`config.mk`:
```
export PLATFORM = sky130hd
export DESIGN_NAME = stump_control_fsm_flat
export DESIGN_NICKNAME = d
export VERILOG_FILES = /design/src/rtl/stump_control_fsm_if.sv /design/src/rtl/stump_control_fsm.sv /design/src/flat_wrapper.sv
export SDC_FILE = /design/constraint.sdc
export NUM_CORES = 1
export LEC_CHECK = 0
export CAP_MARGIN = 0
export CORE_MARGIN = 2
export CORE_UTILIZATION = 35
export DETAILED_ROUTE_END_ITERATION = 8
export PLACE_DENSITY = 0.74
export SLEW_MARGIN = 10
export SYNTH_ARGS = -nofsm -noshare
export SYNTH_HDL_FRONTEND = slang
export SYNTH_SLANG_ARGS = --single-unit
```
`constraint.sdc`:
```
create_clock -name clk -period 1.95 [get_ports clk]
set_input_delay 0.195 -clock clk [delete_from_list [all_inputs] [get_ports clk]]
set_output_delay 0.195 -clock clk [all_outputs]
set_load 0.01 [all_outputs]
```
`src/rtl/stump_control_fsm_if.sv`:
```
// Stump control sequencer bus: instruction/flag/handshake inputs to the
// sequencer and every control strobe it drives into the datapath.
// master = the sequencer, slave = the datapath side (register bank, ALU, memory).
interface stump_control_fsm_if #(
    parameter int CNT_W = 16
);
    logic [15:0]      ir;
    logic [3:0]       cc;
    logic             mem_ready;
    logic [1:0]       state;
    logic             ir_en;
    logic             reg_write;
    logic [2:0]       write_addr;
    logic [1:0]       wsel;
    logic             mem_ren;
    logic             mem_wen;
    logic             addr_sel;
    logic             addr_en;
    logic             cc_en;
    logic [CNT_W-1:0] instr_count;

    modport master (
        input  ir, cc, mem_ready,
        output state, ir_en, reg_write, write_addr, wsel,
               mem_ren, mem_wen, addr_sel, addr_en, cc_en, instr_count
    );

    modport slave (
        output ir, cc, mem_ready,
        input  state, ir_en, reg_write, write_addr, wsel,
               mem_ren, mem_wen, addr_sel, addr_en, cc_en, instr_count
    );
endinterface

```
`src/rtl/stump_control_fsm.sv`:
```
// Stump control sequencer: steps FETCH -> EXECUTE (-> MEMORY) -> FETCH and
// drives register-bank writes, memory strobes, IR/address latches and CC update.
// All control outputs are combinational from the registered state and the
// current ir/cc/mem_ready; only state and instr_count are registers.
// Optional build macro STUMP_SINGLE_STEP_EN adds a 'step' input that gates
// completion of FETCH for debugger single-stepping.
module stump_control_fsm #(
    parameter int CNT_W = 16
) (
    input  logic clk,
    input  logic rst,
`ifdef STUMP_SINGLE_STEP_EN
    input  logic step,
`endif
    stump_control_fsm_if.master bus
);

    typedef enum logic [1:0] {
        FETCH   = 2'b00,
        EXECUTE = 2'b01,
        MEMORY  = 2'b10,
        ILLEGAL = 2'b11
    } state_t;

    localparam logic [1:0] WSEL_PC  = 2'b00;
    localparam logic [1:0] WSEL_ALU = 2'b01;
    localparam logic [1:0] WSEL_MEM = 2'b10;
    localparam logic [2:0] REG_PC   = 3'd7;

    state_t           state_q;
    state_t           state_d;
    logic [CNT_W-1:0] count_q;
    logic             retire;

    logic       ir_en;
    logic       reg_write;
    logic [2:0] write_addr;
    logic [1:0] wsel;
    logic       mem_ren;
    logic       mem_wen;
    logic       addr_sel;
    logic       addr_en;
    logic       cc_en;

    logic [2:0] op;
    logic       is_store;
    logic [2:0] dst;
    logic [3:0] cond;
    logic       fetch_go;
    logic       unused_ir;

    assign op        = bus.ir[15:13];
    assign is_store  = bus.ir[11];
    assign dst       = bus.ir[10:8];
    assign cond      = bus.ir[11:8];
    assign unused_ir = ^{bus.ir[12], bus.ir[7:0]};

`ifdef STUMP_SINGLE_STEP_EN
    assign fetch_go = bus.mem_ready & step;
`else
    assign fetch_go = bus.mem_ready;
`endif

    // Branch condition evaluation; flags are ordered {N,Z,V,C}.
    function automatic logic cond_met(input logic [3:0] c, input logic [3:0] f);
        logic n, z, v, cy;
        n  = f[3];
        z  = f[2];
        v  = f[1];
        cy = f[0];
        case (c)
            4'h0:    cond_met = 1'b1;
            4'h1:    cond_met = 1'b0;
            4'h2:    cond_met = !cy && !z;
            4'h3:    cond_met = cy || z;
            4'h4:    cond_met = !cy;
            4'h5:    cond_met = cy;
            4'h6:    cond_met = !z;
            4'h7:    cond_met = z;
            4'h8:    cond_met = !v;
            4'h9:    cond_met = v;
            4'hA:    cond_met = !n;
            4'hB:    cond_met = n;
            4'hC:    cond_met = (n == v);
            4'hD:    cond_met = (n != v);
            4'hE:    cond_met = !z && (n == v);
            default: cond_met = z || (n != v);
        endcase
    endfunction

    // Next-state and control decode; reset overrides every strobe and select.
    always_comb begin
        state_d    = state_q;
        retire     = 1'b0;
        ir_en      = 1'b0;
        reg_write  = 1'b0;
        write_addr = 3'd0;
        wsel       = WSEL_PC;
        mem_ren    = 1'b0;
        mem_wen    = 1'b0;
        addr_sel   = 1'b0;
        addr_en    = 1'b0;
        cc_en      = 1'b0;

        case (state_q)
            FETCH: begin
                mem_ren  = 1'b1;
                addr_sel = 1'b0;
                if (fetch_go) begin
                    ir_en      = 1'b1;
                    reg_write  = 1'b1;
                    write_addr = REG_PC;
                    wsel       = WSEL_PC;
                    state_d    = EXECUTE;
                end
            end
            EXECUTE: begin
                if (op <= 3'b101) begin
                    reg_write  = 1'b1;
                    write_addr = dst;
                    wsel       = WSEL_ALU;
                    cc_en      = bus.ir[11];
                    retire     = 1'b1;
                    state_d    = FETCH;
                end else if (op == 3'b110) begin
                    addr_en = 1'b1;
                    state_d = MEMORY;
                end else begin
                    if (cond_met(cond, bus.cc)) begin
                        reg_write  = 1'b1;
                        write_addr = REG_PC;
                        wsel       = WSEL_ALU;
                    end
                    retire  = 1'b1;
                    state_d = FETCH;
                end
            end
            MEMORY: begin
                addr_sel = 1'b1;
                mem_ren  = !is_store;
                mem_wen  = is_store;
                if (bus.mem_ready) begin
                    if (!is_store) begin
                        reg_write  = 1'b1;
                        write_addr = dst;
                        wsel       = WSEL_MEM;
                    end
                    retire  = 1'b1;
                    state_d = FETCH;
                end
            end
            default: begin
                state_d = FETCH;
            end
        endcase

        if (rst) begin
            retire     = 1'b0;
            ir_en      = 1'b0;
            reg_write  = 1'b0;
            write_addr = 3'd0;
            wsel       = WSEL_PC;
            mem_ren    = 1'b0;
            mem_wen    = 1'b0;
            addr_sel   = 1'b0;
            addr_en    = 1'b0;
            cc_en      = 1'b0;
        end
    end

    // State register and retired-instruction counter (wraps naturally).
    always_ff @(posedge clk) begin
        if (rst) begin
            state_q <= FETCH;
            count_q <= '0;
        end else begin
            state_q <= state_d;
            if (retire) begin
                count_q <= count_q + CNT_W'(1);
            end
        end
    end

    assign bus.state       = state_q;
    assign bus.ir_en       = ir_en;
    assign bus.reg_write   = reg_write;
    assign bus.write_addr  = write_addr;
    assign bus.wsel        = wsel;
    assign bus.mem_ren     = mem_ren;
    assign bus.mem_wen     = mem_wen;
    assign bus.addr_sel    = addr_sel;
    assign bus.addr_en     = addr_en;
    assign bus.cc_en       = cc_en;
    assign bus.instr_count = count_q;

endmodule
```
`src/flat_wrapper.sv`:
```
// flat-port wrapper written by rule: the top's interface ports become plain ports
module stump_control_fsm_flat 
#(
    parameter int CNT_W = 16
)
  (clk, rst, bus_ir, bus_cc, bus_mem_ready, bus_state, bus_ir_en, bus_reg_write, bus_write_addr, bus_wsel, bus_mem_ren, bus_mem_wen, bus_addr_sel, bus_addr_en, bus_cc_en, bus_instr_count);
  stump_control_fsm_if #(.CNT_W(CNT_W)) bus_i ();
  input  logic clk;
  input  logic rst;
  input wire logic [$bits(bus_i.ir)-1:0] bus_ir;
  input wire logic [$bits(bus_i.cc)-1:0] bus_cc;
  input wire logic [$bits(bus_i.mem_ready)-1:0] bus_mem_ready;
  output wire logic [$bits(bus_i.state)-1:0] bus_state;
  output wire logic [$bits(bus_i.ir_en)-1:0] bus_ir_en;
  output wire logic [$bits(bus_i.reg_write)-1:0] bus_reg_write;
  output wire logic [$bits(bus_i.write_addr)-1:0] bus_write_addr;
  output wire logic [$bits(bus_i.wsel)-1:0] bus_wsel;
  output wire logic [$bits(bus_i.mem_ren)-1:0] bus_mem_ren;
  output wire logic [$bits(bus_i.mem_wen)-1:0] bus_mem_wen;
  output wire logic [$bits(bus_i.addr_sel)-1:0] bus_addr_sel;
  output wire logic [$bits(bus_i.addr_en)-1:0] bus_addr_en;
  output wire logic [$bits(bus_i.cc_en)-1:0] bus_cc_en;
  output wire logic [$bits(bus_i.instr_count)-1:0] bus_instr_count;
  assign bus_i.ir = bus_ir;
  assign bus_i.cc = bus_cc;
  assign bus_i.mem_ready = bus_mem_ready;
  assign bus_state = bus_i.state;
  assign bus_ir_en = bus_i.ir_en;
  assign bus_reg_write = bus_i.reg_write;
  assign bus_write_addr = bus_i.write_addr;
  assign bus_wsel = bus_i.wsel;
  assign bus_mem_ren = bus_i.mem_ren;
  assign bus_mem_wen = bus_i.mem_wen;
  assign bus_addr_sel = bus_i.addr_sel;
  assign bus_addr_en = bus_i.addr_en;
  assign bus_cc_en = bus_i.cc_en;
  assign bus_instr_count = bus_i.instr_count;
  stump_control_fsm #(.CNT_W(CNT_W)) u_core (.clk(clk), .rst(rst), .bus(bus_i));
endmodule
```
Word-level counts from Yosys, hierarchy flattened
Cells that the tools add are included.
{"block": "totals", "reg_bits": 18, "inputBits": 23}
{"block": "op_classes", "addsub": 1, "magnitude_cmp": 1, "n_eq_ne": 21, "n_mux": 51, "n_reduce_logical": 12}
{"operator": "$eq 4x4->1 const B", "n": 7}
{"operator": "$mux 1", "n": 28}
{"operator": "$mux 3", "n": 7}
{"operator": "$mux 2", "n": 9}
{"operator": "$add 16x1->16 const B", "n": 1}
{"operator": "$eq 4x3->1 const B", "n": 4}
{"operator": "$pmux 1 s15", "n": 1}
{"operator": "$pmux 3 s3", "n": 1}
{"operator": "$eq 4x2->1 const B", "n": 2}
{"operator": "$pmux 2 s3", "n": 1}
{"operator": "$logic_not 1->1", "n": 5}
{"operator": "$eq 4x1->1 const B", "n": 1}
{"operator": "$logic_not 4->1", "n": 1}
{"operator": "$ne 2x2->1 const B", "n": 2}
{"operator": "$pmux 1 s2", "n": 2}
{"operator": "$pmux 2 s2", "n": 1}
{"operator": "$eq 3x3->1 const B", "n": 1}
{"operator": "$le 3x3->1 const B", "n": 1}
{"operator": "$pmux 1 s3", "n": 1}
{"operator": "$eq 2x1->1 const B", "n": 1}
{"operator": "$eq 2x2->1 const B", "n": 1}
{"operator": "$logic_and 1x1->1", "n": 2}
{"operator": "$logic_not 2->1", "n": 1}
{"operator": "$logic_or 1x1->1", "n": 2}
{"operator": "other kinds (3)", "n": 3}

Logic depth before layout (Yosys ltp)
Gate-level depths: netlist of run 1.
{"block": "depth", "depth_word": 11, "ltp_mapped": 7, "mapped_depth_nobuf": 7}

Worst setup path before layout of run 1
OpenSTA, ideal clock, no wires.
{"block": "synth_path", "path_type": "reg2reg", "from": "reg u_core.state_q[0] (netlist: u_core.bus.state[0])", "to": "reg u_core.count_q[15] (netlist: u_core.bus.instr_count[15])", "setup_ps": 128, "arrival_ps": 1510, "t_required_ps": 1822, "slack_ps": 312, "path_stages_with_launch": 8, "period_less_slack_ps": 1638, "path_cell_list": "dfxtp_1 inv_1 ha_1 a22o_1 nand3_2 nor4b_2 xnor2_1 nor2_1"}
{"block": "synth_between", "elab_chain_len": 3, "elab_cells_between_ends": 4, "classes_between": "2 x eq/ne; 2 x mux"}
{"item": "from (decl)", "line_no": "stump_control_fsm.sv:30", "source": "state_t state_q;"}
{"item": "from (signal assigned)", "line_no": "stump_control_fsm.sv:177", "source": "state_q <= state_d;"}
{"item": "$eq 2x2->1 / $eq 2x1->1 (equally long branches)", "line_no": "stump_control_fsm.sv:105", "source": "case (state_q)"}
{"item": "$pmux 1 s2 *", "line_no": "stump_control_fsm.sv:105"}
{"item": "$mux 1 *", "line_no": "stump_control_fsm.sv:157", "source": "if (rst) begin"}
{"item": "to (signal assigned)", "line_no": "stump_control_fsm.sv:179", "source": "count_q <= count_q + CNT_W'(1);"}
{"item": "to (decl)", "line_no": "stump_control_fsm.sv:32", "source": "logic [CNT_W-1:0] count_q;"}
Every way passes the cells marked *; elsewhere a longest branch is shown, timed or not.
A chain may end at the register's enable or synchronous reset.

Final worst setup path of run 1
{"block": "layout_path", "from": "in bus_ir[10]", "to": "out bus_wsel[0]"}
{"block": "layout_between", "elab_chain_len": 10, "elab_cells_between_ends": 24, "classes_between": "14 x eq/ne; 9 x mux; 1 x reduce/logical"}
{"item": "from (decl)", "line_no": "flat_wrapper.sv:10", "source": "input wire logic [$bits(bus_i.ir)-1:0] bus_ir;"}
{"item": "$eq 4x4->1 (tied with other cells)", "line_no": "stump_control_fsm.sv:71", "source": "case (c)"}
{"item": "$pmux 1 s15 *", "line_no": "stump_control_fsm.sv:71"}
{"item": "$mux 1 *", "line_no": "stump_control_fsm.sv:125", "source": "end else if (op == 3'b110) begin"}
{"item": "$mux 1 *", "line_no": "stump_control_fsm.sv:118", "source": "if (op <= 3'b101) begin"}
{"item": "$mux 1 *", "line_no": "stump_control_fsm.sv:105"}
{"item": "$mux 1 *", "line_no": "stump_control_fsm.sv:129", "source": "if (cond_met(cond, bus.cc)) begin"}
{"item": "$mux 2 *", "line_no": "stump_control_fsm.sv:125"}
{"item": "$mux 2 *", "line_no": "stump_control_fsm.sv:118"}
{"item": "$pmux 2 s2 *", "line_no": "stump_control_fsm.sv:105"}
{"item": "$mux 2 *", "line_no": "stump_control_fsm.sv:157"}
{"item": "to (decl)", "line_no": "flat_wrapper.sv:17", "source": "output wire logic [$bits(bus_i.wsel)-1:0] bus_wsel;"}
Every way passes the cells marked *; elsewhere a longest branch is shown, timed or not. The select of a mux whose other input is x is not followed.

==> results.cfg, run 1 <==
[yosys]
synth_top_cells_by_area = dfxtp_1, nor2_1, ha_1, xnor2_1, xor2_1
yosysWarnings = 0
yosysMostFrequentCell = nor2_1
ys_seq_area_share_pct = 28.9
synthDistinctLibCells = 42
syn_area_per_cell_um2 = 7.88
synth_edf_count = 0
synthXorXnorAreaFrac_pct = 10.5
synth_top_family_by_area = simple AND/OR/NAND/NOR gates
yosys.area_share.simple_pct = 33.6
yosysTopAreaCellShare_pct = 28.9
synth_nets = 186
synth-main-ff-cell = dfxtp_1
ys_ff_latch = 18
synth_area_um2 = 1240
synth_largest_area_cell = dfxtp_1
synth-compound-area-share_pct = 16.3
synth_mux_area_share_pct = 0
netlist_instances = 158
ys_top_cells_by_count = nor2_1, dfxtp_1, inv_1, nand2_1, a21oi_1
async_flop_share_pct = 0
synthAdderAreaFrac_pct = 5.03

[sta]
relSlewSlack_pct = 80.3
drv_slew = 0
fin_crit_ns = 1.94
setup_violations = 0
fmax_mhz = 516
setup_ws_ns = 0.0126
rsz0062_at_grt = yes
post-route-period-util_pct = 99.4
hold_viol = 0
fin_skew_ns = 0.00260
worst_pin_slew_ns = 0.295

[drt]
vias = 1469
drt_iter0_drc = 82
drc = 0
dr.pass1.iters = 5
routed_wirelength_mm = 4.00
ant_nets = 0
drt-wirelength-per-cell_um = 14.1
routed_via_density = 5.17

[placed_design]
place_inst = 276
portBuffers = 43
gp_congestion = 0.854
post-dp-hpwl_mm = 2.57
dp_slack_ns = -0.691

[power]
ir_worst_vdd_v = 0.000314
leakagePower_nw = 0.863
p_per_area_nw_per_um2 = 401

[layout]
nNetsFinal = 267
diodes = 0
instances_no_fill = 284
fillCellCount = 269
area_growth_pct = 78.5
drive_gt1_share_pct = 36.6

[critical_path]
r2r_end = u_core.bus.instr_count[10]
worst_path_max_delay_cell = a211oi_2
ff2ff_path_depth = 7
critPathKind = in -> out
crit_arrival_ns = 1.74
crit_path_cell_trace = buf_2, buf_4, nor3b_1, a211oi_2, a211oi_2, a21oi_2, buf_4, nor2_2, nor2_1, clkdlybuf4s15_2
cp_max_fo = 5
ff2ff_setup_slack_ns = 0.20
worstPathRequired_ns = 1.75
cp-end-kind = output port
setup.worst_path.start_class = input pin
cp_slowest_stage_delay_ns = 0.31
r2r_start = u_core.bus.state[1]

[flow_run]
maxCapViolCount = 0

[floorplan]
start_util_pct = 36.7
fp.dieArea_um2 = 4050
core-area_um2 = 3390
die_x_um = 63.6
dieHeight_um = 63.6
ioPinCount = 53
rows = 21

[global_route]
track_usage_pct = 18.9
grt_pass1_vias = 1388
antenna_found_initial = 0
grt_pass1_wl_mm = 6.20
grt_max_degree = 16
grt_overflow = 0

[run_status]
status = completed

[min_path]
worstHoldStart = u_core.bus.instr_count[1]
hold_path_class = reg -> reg
min_to = u_core.bus.instr_count[1]
hold_depth = 2

[clocking]
htreeDepth = 1
clockBufferDepth = 2
clk_pin_slew_ns = 0.10
cts_num_sinks = 18
cts_hold_buf = 0
cts-buffers-inserted = 3
cts_tree = yes
cts-root-buf = clkbuf_4
insertion_delay_ns = 0.29
## per-stage QoR
step | util [%] | setup TNS (ns) | hold WS (ns) | total power [mW] | cell area (um^2)
after CTS | 62.4 | 0 | 0.513 | 0.858 | 2110
after detailed placement | 57.5 | -3.36 | 0.490 | 0.606 | 1950
after global placement | 57.5 | -2.96 | 0.485 | 0.605 | 1950
final | 65.6 | 0 | 0.514 | 0.891 | 2220
after global routing | 65.6 | -0.174 | 0.544 | 0.938 | 2220
after floorplan | - | 0 | 0.374 | 0.477 | 1240
## layer usage
metal	global-route usage, %	part of all wire, %
met5	0	0
met4	6.79	2.9
met3	3.21	3.3
met2	32.0	54
met1	24.0	40
## worst max-delay path: cells and delay by family
kind	cells	cell delay (ns)
AOI/OAI and AO/OA	3	0.52
buffers and inverters	4	0.66
and+or+nand+nor	3	0.37
## cell type report
cell class,instances,area (um^2),area share [%]
flip-flops and latches,18,363,16.3
well taps,46,57.6,2.59
repair buffers,80,681,30.6
clock buffers,4,36.3,1.63
inverters,11,41.3,1.86
multi-input cells,125,1040,47.0
## report_power, final
| group | switching [mW] | internal [mW] |
|---|---|---|
| sequential | 0.00266 | 0.371 |
| clock | 0.114 | 0.114 |
| combinational | 0.142 | 0.147 |
| total | 0.259 | 0.632 |
## how the worst max path moves through the flow
stage	end	cells after the start	slack (ns)	start
after floorplan	u_core.bus.instr_count[15]	7	0.31	u_core.bus.state[0]
after global placement	bus_write_addr[0]	8	-0.60	bus_ir[11]
after detailed placement	bus_write_addr[0]	8	-0.69	bus_ir[11]
after CTS	bus_write_addr[2]	8	0.003	u_core.bus.state[1]
after global routing	bus_wsel[0]	9	-0.08	bus_cc[0]
final	bus_wsel[0]	10	0.01	bus_ir[10]
## flip-flops by register name, summed over array words and instances (netlist names)
name,flops
u_core.bus.instr_count,16
u_core.bus.state,2
## cells in the final DEF, fill, tap and decap left out, types with 2 or more instances in the layout
cell type	instances
a31oi_1	2
and4b_1	2
a21oi_1	7
dfxtp_2	2
nand2_1	11
buf_2	5
and2_1	2
inv_1	10
nor3_2	2
a21oi_2	2
a211oi_2	3
nor2_2	2
or3_1	3
ha_2	2
buf_4	37
clkdlybuf4s50_1	23
nor3_1	2
o21ai_0	3
xnor2_1	7
nor2_1	23
buf_6	4
dfxtp_1	16
ha_4	2
nand3_1	6
nand4_1	5
clkbuf_4	3
nor2b_4	2
xor2_1	6
dlygate4sd2_1	7
clkdlybuf4s15_1	3
## cell families after synthesis
group,after synthesis
xor+xnor,14
flops,18
buf+inv,15
compound gates,30
simple gates,76
fa+ha+maj,5
## repair_timing
| action | in CTS | in global routing |
|---|---|---|
| pin swaps | 14 | 15 |
| setup endpoints to repair | 12 | 10 |
| setup buffers | 3 | 1 |
| gates resized for setup | 65 | 41 |
| hold endpoints to repair | 0 | 0 |
Note: power is estimated with default switching activity, not from simulation.
==> inputs of run 2 (changes only) <==
- SLEW_MARGIN: 10 -> 20
==> results of run 2 <==
No change in the layout: final DEF, timing and power equal those of run 1.
==> patch (config.mk and constraints of run 1) <==
`CNT_W` is set to 16 in 3 places; all go to 14.
--- a/src/rtl/stump_control_fsm_if.sv
+++ b/src/rtl/stump_control_fsm_if.sv
@@ -2,7 +2,7 @@
 // sequencer and every control strobe it drives into the datapath.
 // master = the sequencer, slave = the datapath side (register bank, ALU, memory).
 interface stump_control_fsm_if #(
-    parameter int CNT_W = 16
+    parameter int CNT_W = 14
 );
     logic [15:0]      ir;
     logic [3:0]       cc;
--- a/src/rtl/stump_control_fsm.sv
+++ b/src/rtl/stump_control_fsm.sv
@@ -5,7 +5,7 @@
 // Optional build macro STUMP_SINGLE_STEP_EN adds a 'step' input that gates
 // completion of FETCH for debugger single-stepping.
 module stump_control_fsm #(
-    parameter int CNT_W = 16
+    parameter int CNT_W = 14
 ) (
     input  logic clk,
     input  logic rst,
--- a/src/flat_wrapper.sv
+++ b/src/flat_wrapper.sv
@@ -1,7 +1,7 @@
 // flat-port wrapper written by rule: the top's interface ports become plain ports
 module stump_control_fsm_flat 
 #(
-    parameter int CNT_W = 16
+    parameter int CNT_W = 14
 )
   (clk, rst, bus_ir, bus_cc, bus_mem_ready, bus_state, bus_ir_en, bus_reg_write, bus_write_addr, bus_wsel, bus_mem_ren, bus_mem_wen, bus_addr_sel, bus_addr_en, bus_cc_en, bus_instr_count);
   stump_control_fsm_if #(.CNT_W(CNT_W)) bus_i ();
Interface: changed (resized bus_instr_count); port bits go from 53 to 51. No check against the original RTL was run, so the function may have changed too.
==> patch against run 1 <==
The flow now finishes with violations (negative setup slack); non-clock buffer count shrank 5; synthesized area is 4.9% lower; sequential cell count is 2 lower; worst setup slack got worse by 0.052 ns; wire length is 14% lower; power decreased by 18%; final area decreased by 11%; largest cell class unchanged.
==> patch: results (changes against run 1) <==
most frequent cells after synthesis=16 x dfxtp_1, 16 x nor2_1, 11 x a21oi_1, 9 x nand2_1, 7 x o21ai_0; DP HPWL=2.62 mm (+2.2%); worst clock skew=0.00177 ns (-0.000826 ns); largest net degree at the start of global routing=17 (+1); Filler cells=282 (+4.8%); Detailed Routing Iterations Pass 1=4 (-1); P_leak=0.798 nW (-7.6%); Tightest Pin Transition=0.347 ns (+0.0519 ns); slowest cell on the critical path=dfxtp_4; layout cell share with drive strength beyond 1=0.320 (-0.0459); post-synthesis sequential area ratio=0.271 (-0.0188); failing checks=negative setup slack; Worst Path Max Fanout=4 (-1); vias in the first global route=1301 (-6.3%); setup slack after layout=-0.0391 ns (-0.0518 ns); Max IR drop VDD=0.000413 V (+31%); run status=finished, violations left; HP Start=u_core.bus.instr_count[12]; worst hold slack=0.508 ns (-0.00521 ns); setup TNS=-0.0534 ns (-0.0534 ns); number of I/O port buffers=41 (-4.7%); vias=1351 (-8.0%); Tot GR Track Use=0.177 (-0.0117); DP Worst Slack=-0.659 ns (+0.0312 ns); max FFs per register=14 (-2); top cells by area, synth=dfxtp_1 27%, ha_1 5.3%, nor2_1 5.1%, a21oi_1 4.7%, xnor2_1 4.4%; RD Place Congestion=0.802 (-6.1%); Yosys cell types=45 (+7.1%); delay-heaviest family, CP=compound AO/OA/AOI/OAI gates; Worst path max stage delay=0.38 ns (+0.07 ns); final setup fails=2 (+2); Syn Nets=175 (-5.9%); wire per inst=12.9 um (-8.2%); worst path arrival time=1.79 ns (+0.05 ns); first-pass GRT wire length=5.71 mm (-7.9%)
==> patch: cell types whose count changed after synthesis, moves of 4 or more <==
cell,before,now
a211oi_1,4,0
xor2_1,6,1
nor2_1,25,16
inv_1,11,5
==> patch: repair_timing <==
item / in CTS / in global routing
resized for setup: 51 / 12
setup endpoints to repair: 12 / 7
setup buffers: 2 / 1
pin swaps: 8 / 7
==> patch: cell type report <==
| cell class | count | share of cell area |
|---|---|---|
| Clock buffer | 3 | 0.0115 |
| Inverter | 5 | 0.0121 |
| Multi-Input combinational cell | 120 | 0.461 |
| Sequential cell | 16 | 0.167 |
| Tap cell | 46 | 0.0293 |
| Timing Repair Buffer | 75 | 0.319 |
==> patch: report_power, final <==
group	internal (W)	switching [W]	total, W	leakage, nW
Clock	0.0000718	0.0000995	0.000171	0.0138
Sequential	0.000328	0.00000457	0.000332	0.131
Combinational	0.000122	0.000110	0.000231	0.654
Total	0.000521	0.000214	0.000735	0.798
==> patch: worst min-delay path, delay by kind of cell, from the launching register on <==
family | cells | cell delay [ns]
flops | 1 | 0.34
compound gates | 2 | 0.13
==> patch: cell families (layout without fill, tap and decap cells) <==
family,count (synthesis),after routing,synth area share
buf+inv,11,83,0.0433
compound gates,35,35,0.208
simple gates,69,69,0.337
flops,16,16,0.271
mux,4,4,0.0359
fa+ha+maj,5,5,0.0529
xor+xnor,7,7,0.0518
==> patch: worst max path at each step <==
| stage | end | depth (start not counted) | start |
|---|---|---|---|
| after floorplan | u_core.bus.instr_count[10] | 7 | u_core.bus.state[0] |
| after global placement | bus_write_addr[2] | 8 | bus_ir[11] |
| after detailed placement | bus_write_addr[2] | 8 | bus_ir[11] |
| after CTS | bus_write_addr[2] | 7 | bus_cc[2] |
| after global routing | bus_write_addr[1] | 7 | u_core.bus.state[0] |
| final | bus_write_addr[0] | 7 | u_core.bus.state[1] |
==> patch: routing by layer <==
metal	vias up	wire length [um]	GRT usage
li1	686	-	-
met4	0	41	0.0472
met2	31	1700	0.311
met5	-	0	0
met1	628	1520	0.214
met3	6	155	0.0471
==> patch: stage by stage <==
stage / utilization / power (W) / area, um^2 / cells
6_report: 0.599 / 0.000735 / 1970 / 265
4_1_cts: 0.593 / 0.000730 / 1950 / 264
2_1_floorplan: - / 0.000437 / 1180 / 147
5_1_grt: 0.599 / 0.000771 / 1970 / 265
3_5_place_dp: 0.564 / 0.000561 / 1850 / 259
3_3_place_gp: 0.564 / 0.000555 / 1850 / 259
